==> src/rtl/uart_cmd_rx.sv <==
// UART 8N1 receiver with a 3-byte (opcode, A, B) command assembler feeding the ALU operand ports.
// Define CMD_CHECKSUM_EN to require a fourth byte (opcode_byte ^ A ^ B) before a command is committed.
module uart_cmd_rx #(
  parameter int CLKS_PER_BIT = 1250,
  parameter int TIMEOUT_BITS = 20
) (
  input  logic       clock,
  input  logic       reset,
  input  logic       ena,
  input  logic       uart_rx,
  output logic [7:0] a,
  output logic [7:0] b,
  output logic [2:0] opcode,
  output logic       cmd_valid,
  output logic       cmd_err,
  output logic       frame_err,
  output logic       rx_busy
);

  localparam int CW     = $clog2(CLKS_PER_BIT);
  localparam int TO_CYC = TIMEOUT_BITS * CLKS_PER_BIT;
  localparam int TW     = $clog2(TO_CYC + 1);

  localparam logic [CW-1:0] HALF_M1 = CW'(CLKS_PER_BIT / 2 - 1);
  localparam logic [CW-1:0] FULL_M1 = CW'(CLKS_PER_BIT - 1);
  localparam logic [TW-1:0] TO_LIM  = TW'(TO_CYC - 1);

  typedef enum logic [1:0] {S_IDLE, S_START, S_DATA, S_STOP} state_e;

  state_e          state_q, state_d;
  logic            rx_meta_q, rx_sync_q;
  logic [CW-1:0]   cnt_q, cnt_d;
  logic [2:0]      bit_idx_q, bit_idx_d;
  logic [7:0]      shift_q, shift_d;
  logic            stop_wait_q, stop_wait_d;
  logic [1:0]      idx_q, idx_d;
  logic [TW-1:0]   timer_q, timer_d;
  logic [2:0]      op_p_q, op_p_d;
  logic [7:0]      a_p_q, a_p_d;
`ifdef CMD_CHECKSUM_EN
  logic [7:0]      b_p_q, b_p_d;
`endif
  logic [7:0]      a_q, a_d, b_q, b_d;
  logic [2:0]      opcode_q, opcode_d;
  logic            cmd_valid_q, cmd_valid_d;
  logic            cmd_err_q, cmd_err_d;
  logic            frame_err_q, frame_err_d;
  logic            rx_busy_q, rx_busy_d;
  logic            byte_done;

  // Two-flop synchronizer; idles high so reset never looks like a start bit.
  always_ff @(posedge clock or negedge reset) begin
    if (!reset) begin
      rx_meta_q <= 1'b1;
      rx_sync_q <= 1'b1;
    end else begin
      rx_meta_q <= uart_rx;
      rx_sync_q <= rx_meta_q;
    end
  end

  always_comb begin
    // NOTE: every signal gets its hold value first so no path leaves it unassigned and infers a latch.
    state_d     = state_q;
    cnt_d       = cnt_q;
    bit_idx_d   = bit_idx_q;
    shift_d     = shift_q;
    stop_wait_d = stop_wait_q;
    idx_d       = idx_q;
    timer_d     = timer_q;
    op_p_d      = op_p_q;
    a_p_d       = a_p_q;
`ifdef CMD_CHECKSUM_EN
    b_p_d       = b_p_q;
`endif
    a_d         = a_q;
    b_d         = b_q;
    opcode_d    = opcode_q;
    cmd_valid_d = 1'b0;
    cmd_err_d   = 1'b0;
    frame_err_d = 1'b0;
    byte_done   = 1'b0;

    unique case (state_q)
      S_IDLE: begin
        cnt_d       = '0;
        bit_idx_d   = '0;
        stop_wait_d = 1'b0;
        if (!rx_sync_q) state_d = S_START;
      end
      S_START: begin
        if (cnt_q == HALF_M1) begin
          cnt_d   = '0;
          state_d = rx_sync_q ? S_IDLE : S_DATA;
        end else begin
          cnt_d = cnt_q + 1'b1;
        end
      end
      S_DATA: begin
        if (cnt_q == FULL_M1) begin
          cnt_d     = '0;
          shift_d   = {rx_sync_q, shift_q[7:1]};
          bit_idx_d = bit_idx_q + 1'b1;
          if (bit_idx_q == 3'd7) state_d = S_STOP;
        end else begin
          cnt_d = cnt_q + 1'b1;
        end
      end
      S_STOP: begin
        if (stop_wait_q) begin
          if (rx_sync_q) state_d = S_IDLE;
        end else if (cnt_q == FULL_M1) begin
          if (rx_sync_q) begin
            byte_done = 1'b1;
            state_d   = S_IDLE;
          end else begin
            frame_err_d = 1'b1;
            stop_wait_d = 1'b1;
            idx_d       = '0;
            timer_d     = '0;
          end
        end else begin
          cnt_d = cnt_q + 1'b1;
        end
      end
      default: state_d = S_IDLE;
    endcase

    // Byte completion takes priority over the inter-byte timeout.
    if (byte_done) begin
      timer_d = '0;
      unique case (idx_q)
        2'd0: begin
          if (shift_q[7:3] != 5'd0) begin
            cmd_err_d = 1'b1;
          end else begin
            op_p_d = shift_q[2:0];
            idx_d  = 2'd1;
          end
        end
        2'd1: begin
          a_p_d = shift_q;
          idx_d = 2'd2;
        end
`ifdef CMD_CHECKSUM_EN
        2'd2: begin
          b_p_d = shift_q;
          idx_d = 2'd3;
        end
        default: begin
          idx_d = '0;
          if (shift_q == ({5'd0, op_p_q} ^ a_p_q ^ b_p_q)) begin
            opcode_d    = op_p_q;
            a_d         = a_p_q;
            b_d         = b_p_q;
            cmd_valid_d = 1'b1;
          end else begin
            cmd_err_d = 1'b1;
          end
        end
`else
        default: begin
          idx_d       = '0;
          opcode_d    = op_p_q;
          a_d         = a_p_q;
          b_d         = shift_q;
          cmd_valid_d = 1'b1;
        end
`endif
      endcase
    end else if (state_q == S_IDLE && idx_q != 2'd0) begin
      if (timer_q == TO_LIM) begin
        idx_d     = '0;
        timer_d   = '0;
        cmd_err_d = 1'b1;
      end else begin
        timer_d = timer_q + 1'b1;
      end
    end

    // Disable drops any byte in flight but keeps the last committed operands.
    if (!ena) begin
      state_d     = S_IDLE;
      cnt_d       = '0;
      bit_idx_d   = '0;
      stop_wait_d = 1'b0;
      idx_d       = '0;
      timer_d     = '0;
      a_d         = a_q;
      b_d         = b_q;
      opcode_d    = opcode_q;
      cmd_valid_d = 1'b0;
      cmd_err_d   = 1'b0;
      frame_err_d = 1'b0;
    end

    rx_busy_d = (state_d != S_IDLE);
  end

  always_ff @(posedge clock or negedge reset) begin
    if (!reset) begin
      state_q     <= S_IDLE;
      cnt_q       <= '0;
      bit_idx_q   <= '0;
      shift_q     <= '0;
      stop_wait_q <= 1'b0;
      idx_q       <= '0;
      timer_q     <= '0;
      op_p_q      <= '0;
      a_p_q       <= '0;
`ifdef CMD_CHECKSUM_EN
      b_p_q       <= '0;
`endif
      a_q         <= '0;
      b_q         <= '0;
      opcode_q    <= '0;
      cmd_valid_q <= 1'b0;
      cmd_err_q   <= 1'b0;
      frame_err_q <= 1'b0;
      rx_busy_q   <= 1'b0;
    end else begin
      // NOTE: non-blocking assignments so every flop samples pre-edge values regardless of statement order.
      state_q     <= state_d;
      cnt_q       <= cnt_d;
      bit_idx_q   <= bit_idx_d;
      shift_q     <= shift_d;
      stop_wait_q <= stop_wait_d;
      idx_q       <= idx_d;
      timer_q     <= timer_d;
      op_p_q      <= op_p_d;
      a_p_q       <= a_p_d;
`ifdef CMD_CHECKSUM_EN
      b_p_q       <= b_p_d;
`endif
      a_q         <= a_d;
      b_q         <= b_d;
      opcode_q    <= opcode_d;
      cmd_valid_q <= cmd_valid_d;
      cmd_err_q   <= cmd_err_d;
      frame_err_q <= frame_err_d;
      rx_busy_q   <= rx_busy_d;
    end
  end

  assign a         = a_q;
  assign b         = b_q;
  assign opcode    = opcode_q;
  assign cmd_valid = cmd_valid_q;
  assign cmd_err   = cmd_err_q;
  assign frame_err = frame_err_q;
  assign rx_busy   = rx_busy_q;

endmodule

==> config.mk <==
export PLATFORM = sky130hd
export DESIGN_NAME = uart_cmd_rx
export DESIGN_NICKNAME = d
export VERILOG_FILES = /design/src/rtl/uart_cmd_rx.sv
export SDC_FILE = /design/constraint.sdc
export NUM_CORES = 1
export LEC_CHECK = 0
export BUFFER_PORTS_ARGS = -buffer_cell sky130_fd_sc_hd__buf_2
export CORE_AREA = 10 10 108 110
export CTS_CLUSTER_SIZE = 10
export DETAILED_ROUTE_END_ITERATION = 7
export DIE_AREA = 0 0 118 120
export PLACE_DENSITY = 0.58
export SKIP_CTS_REPAIR_TIMING = 1
export SLEW_MARGIN = 20
export SYNTH_ARGS = -nofsm -noshare
export SYNTH_HDL_FRONTEND = slang
export SYNTH_SLANG_ARGS = --single-unit
==> constraint.sdc <==
create_clock -name clock -period 3.6 [get_ports clock]
set_input_delay 0.18 -clock clock [delete_from_list [all_inputs] [get_ports clock]]
set_output_delay 0.18 -clock clock [all_outputs]
set_load 0.02 [all_outputs]
==> impl_metrics.json <==
{
  "holdCritPathClass": "in -> async",
  "ys_seq_elements": 78,
  "drt-vias-per-instance": 5.62,
  "antenna_left": 0,
  "fp.dieH_um": 120,
  "rr_worst_depth": 4,
  "clkLatencyLatePin_ns": 0.36,
  "grt_antenna_before_repair": 0,
  "post_synth_instance_area_mm2": 0.00392,
  "post-synth-top-area-fraction_pct": 48.5,
  "cts_tree": "done",
  "power_density_mw_per_mm2": 364,
  "clock_tree.buffer_depth": 2,
  "overflow": 0,
  "floorplan.initialDensity_pct": 41.1,
  "hold_viol": 35,
  "globalRouteTotalUtil_pct": 12.3,
  "h-tree-depth": 3,
  "route.detailed.wl_per_inst_um": 16.4,
  "finalWirelength_mm": 8.35,
  "timing.critical_path.slowest_stage_cell": "or4_1",
  "cts_root_buffer": "clkbuf_8",
  "netlist_instances": 346,
  "post-route-drc-count": 0,
  "power.ir.vdd_worst_uv": 282,
  "crit_path_max_fanout": 17,
  "number_of_flops_mapped_to_enable_cells_by_yosys": 0,
  "path_cells": "or4b_1, or4_1, nand2_2, o221ai_1",
  "async_reset_ff_share_pct": 100,
  "diodes_inserted": 0,
  "leak_nw": 1.92,
  "area_growth_pct": 11.5,
  "synth_mux_area_share_pct": 12.2,
  "num_io_pins": 27,
  "synth-main-ff-cell": "dfrtp_1",
  "detail_route.first_pass.iterations": 6,
  "floorplan.die_area_mm2": 0.0142,
  "last_weighted_congestion_value_of_the_routability_driven_placer": 0.824,
  "synth.distinct_cells": 61,
  "setup_total_negative_slack_ns": 0,
  "1st_iter_drt_viols": 178,
  "r2r_end": "timer_q[2]",
  "grt_setup_unrepaired": "no",
  "violations_in_the_final_reports": "negative hold slack",
  "numCtsBuffers": 9,
  "setup.worst_path.class": "reg -> reg",
  "critical_path.max_stage_delay_ns": 0.86,
  "critical_path.startpoint_type": "register",
  "synth_fp_nets": 356,
  "place_hpwl_mm": 5.62,
  "maxSlewHeadroom_pct": 35.4,
  "synth-compound-area-share_pct": 13.5,
  "max_freq_mhz": 397,
  "yosys.cell_count.top_type": "dfrtp_1",
  "portBuffers": 26,
  "synthXorXnorAreaFrac_pct": 0.447,
  "run_status": "finished, violations left",
  "report.final.slew_viol_count": 0,
  "synth.top_cells.by_area": "dfrtp_1, mux2_2, nand3_1, nand4_1, ha_1",
  "placementRows": 36,
  "worst-slew-pin-transition_ns": 0.969,
  "final.hold.worst_slack_ns": -0.0267,
  "r2r_slack_ns": 1.08,
  "utilization_pct": 45.8,
  "post-route-period-util_pct": 69.9,
  "final.setup.worst_slack_ns": 1.08,
  "final_setup_vio_count": 0,
  "cp_data_required_time_ns": 3.82,
  "clock-sinks": 78,
  "synth-simple-area-share_pct": 18.1,
  "layout_min_cycle_time_ns": 2.52,
  "dominant_combinational_cell_family_by_area_after_synthesis": "simple AND/OR/NAND/NOR gates",
  "synth_area_per_inst_um2": 11.3,
  "grt_start_max_net_pins": 79,
  "clock-skew-final_ns": 0.00680,
  "number_of_nets_in_the_layout": 381,
  "timing.max_cap.violations": 0,
  "yosys-top-cells-count": "dfrtp_1, mux2_2, nand3_1",
  "total_power_mw": 1.59,
  "ys.warnings.count": 0,
  "core_region_area_mm2": 0.00955,
  "fillCellCount": 912,
  "first_global_vias": 3033,
  "synth_sequential_area_ratio_pct": 49.9,
  "drive_above_1_share_pct": 25.5,
  "global_route_wire_length_before_repair_mm": 14.6,
  "dp_slack_ns": 1.10,
  "yosys.area_share.adder_pct": 1.92,
  "fp.dieW_um": 118,
  "worst_r2r_startpoint": "timer_q[6]",
  "crit_arrival_ns": 2.74,
  "vias": 2862,
  "clk_pin_slew_ns": 0.08,
  "endpoint_kind": "register",
  "synth_top_area_cell": "dfrtp_1"
}
area by class of cell:
type                       instances  area, µm²  area share, %
multi-input combinational        233       1820           41.6
clock buffer                      10        128           2.92
tap                              133        166           3.81
timing repair buffer              30        165           3.78
sequential                        78       1950           44.7
inverter                          19       71.3           1.63
clock inverter                     6       68.8           1.58
cells in the final DEF (no fill, tap or decap), types with 4 or more instances in the layout:
master and instances:
o211ai_1 6, nor4_1 5, and3_1 6, mux2_2 36, nor2_1 8, or4_1 7
dfrtp_1 76, nand3_1 23, buf_4 4, a21oi_1 9, nand4_1 14, o221ai_1 7
inv_1 19, buf_2 25, or3_1 5, mux2i_1 5, clkbuf_8 9, nand2_1 14
ha_1 6, o21ai_0 13
flip-flops by register name (all words and copies together), names as in the netlist, 2 cells and up:
signal     count
timer_q       15
cnt_q         11
a              8
a_p_q          8
b              8
shift_q        8
bit_idx_q      3
op_p_q         3
opcode         3
idx_q          2
state_q        2
metal layers:
metal	global-route usage (%)	wire, µm
met2	19.8	4020
met5	0	0
met3	2.72	375
met4	6.49	177
met1	15.2	3780
how the worst max path moves through the flow:
stage                          start     endpoint  slack (ns)  cells past startpoint
final                     timer_q[6]   timer_q[2]        1.08                      4
after CTS                 timer_q[6]   timer_q[2]        1.09                      4
after detailed placement  timer_q[6]  timer_q[12]        1.10                      4
after global routing      timer_q[6]   timer_q[2]        0.98                      4
after floorplan             cnt_q[1]     a_p_q[0]        1.45                      8
after global placement    timer_q[6]   timer_q[3]        1.14                      4
kinds of logic (layout without fill, tap and decap cells):
| group | Yosys count | count (layout) |
|---|---|---|
| DFF | 78 | 78 |
| muxes | 43 | 43 |
| AOI/OAI and AO/OA | 67 | 67 |
| xor gates and xnor gates | 2 | 2 |
| and+or+nand+nor | 115 | 115 |
| buffers and inverters | 35 | 65 |
| adders and majority gates | 6 | 6 |
worst max-delay path: cells and delay by family (launching register included):
kind	cells	cell delay, ns
compound gates	1	0.18
flops	1	0.45
simple gates	3	1.75
report_power, final:
| group | internal [mW] | total, mW | switching, mW |
|---|---|---|---|
| Combinational | 0.00927 | 0.0450 | 0.0357 |
| Sequential | 0.880 | 0.885 | 0.00537 |
| Clock | 0.325 | 0.661 | 0.336 |
| Total | 1.21 | 1.59 | 0.377 |
stage by stage:
step / cells / area (µm²)
detailed placement: 492 / 4160
global route: 509 / 4370
floorplan: 346 / 3920
finish: 509 / 4370
global placement: 492 / 4160
CTS: 508 / 4360
Note: power is estimated with default switching activity, not from simulation.
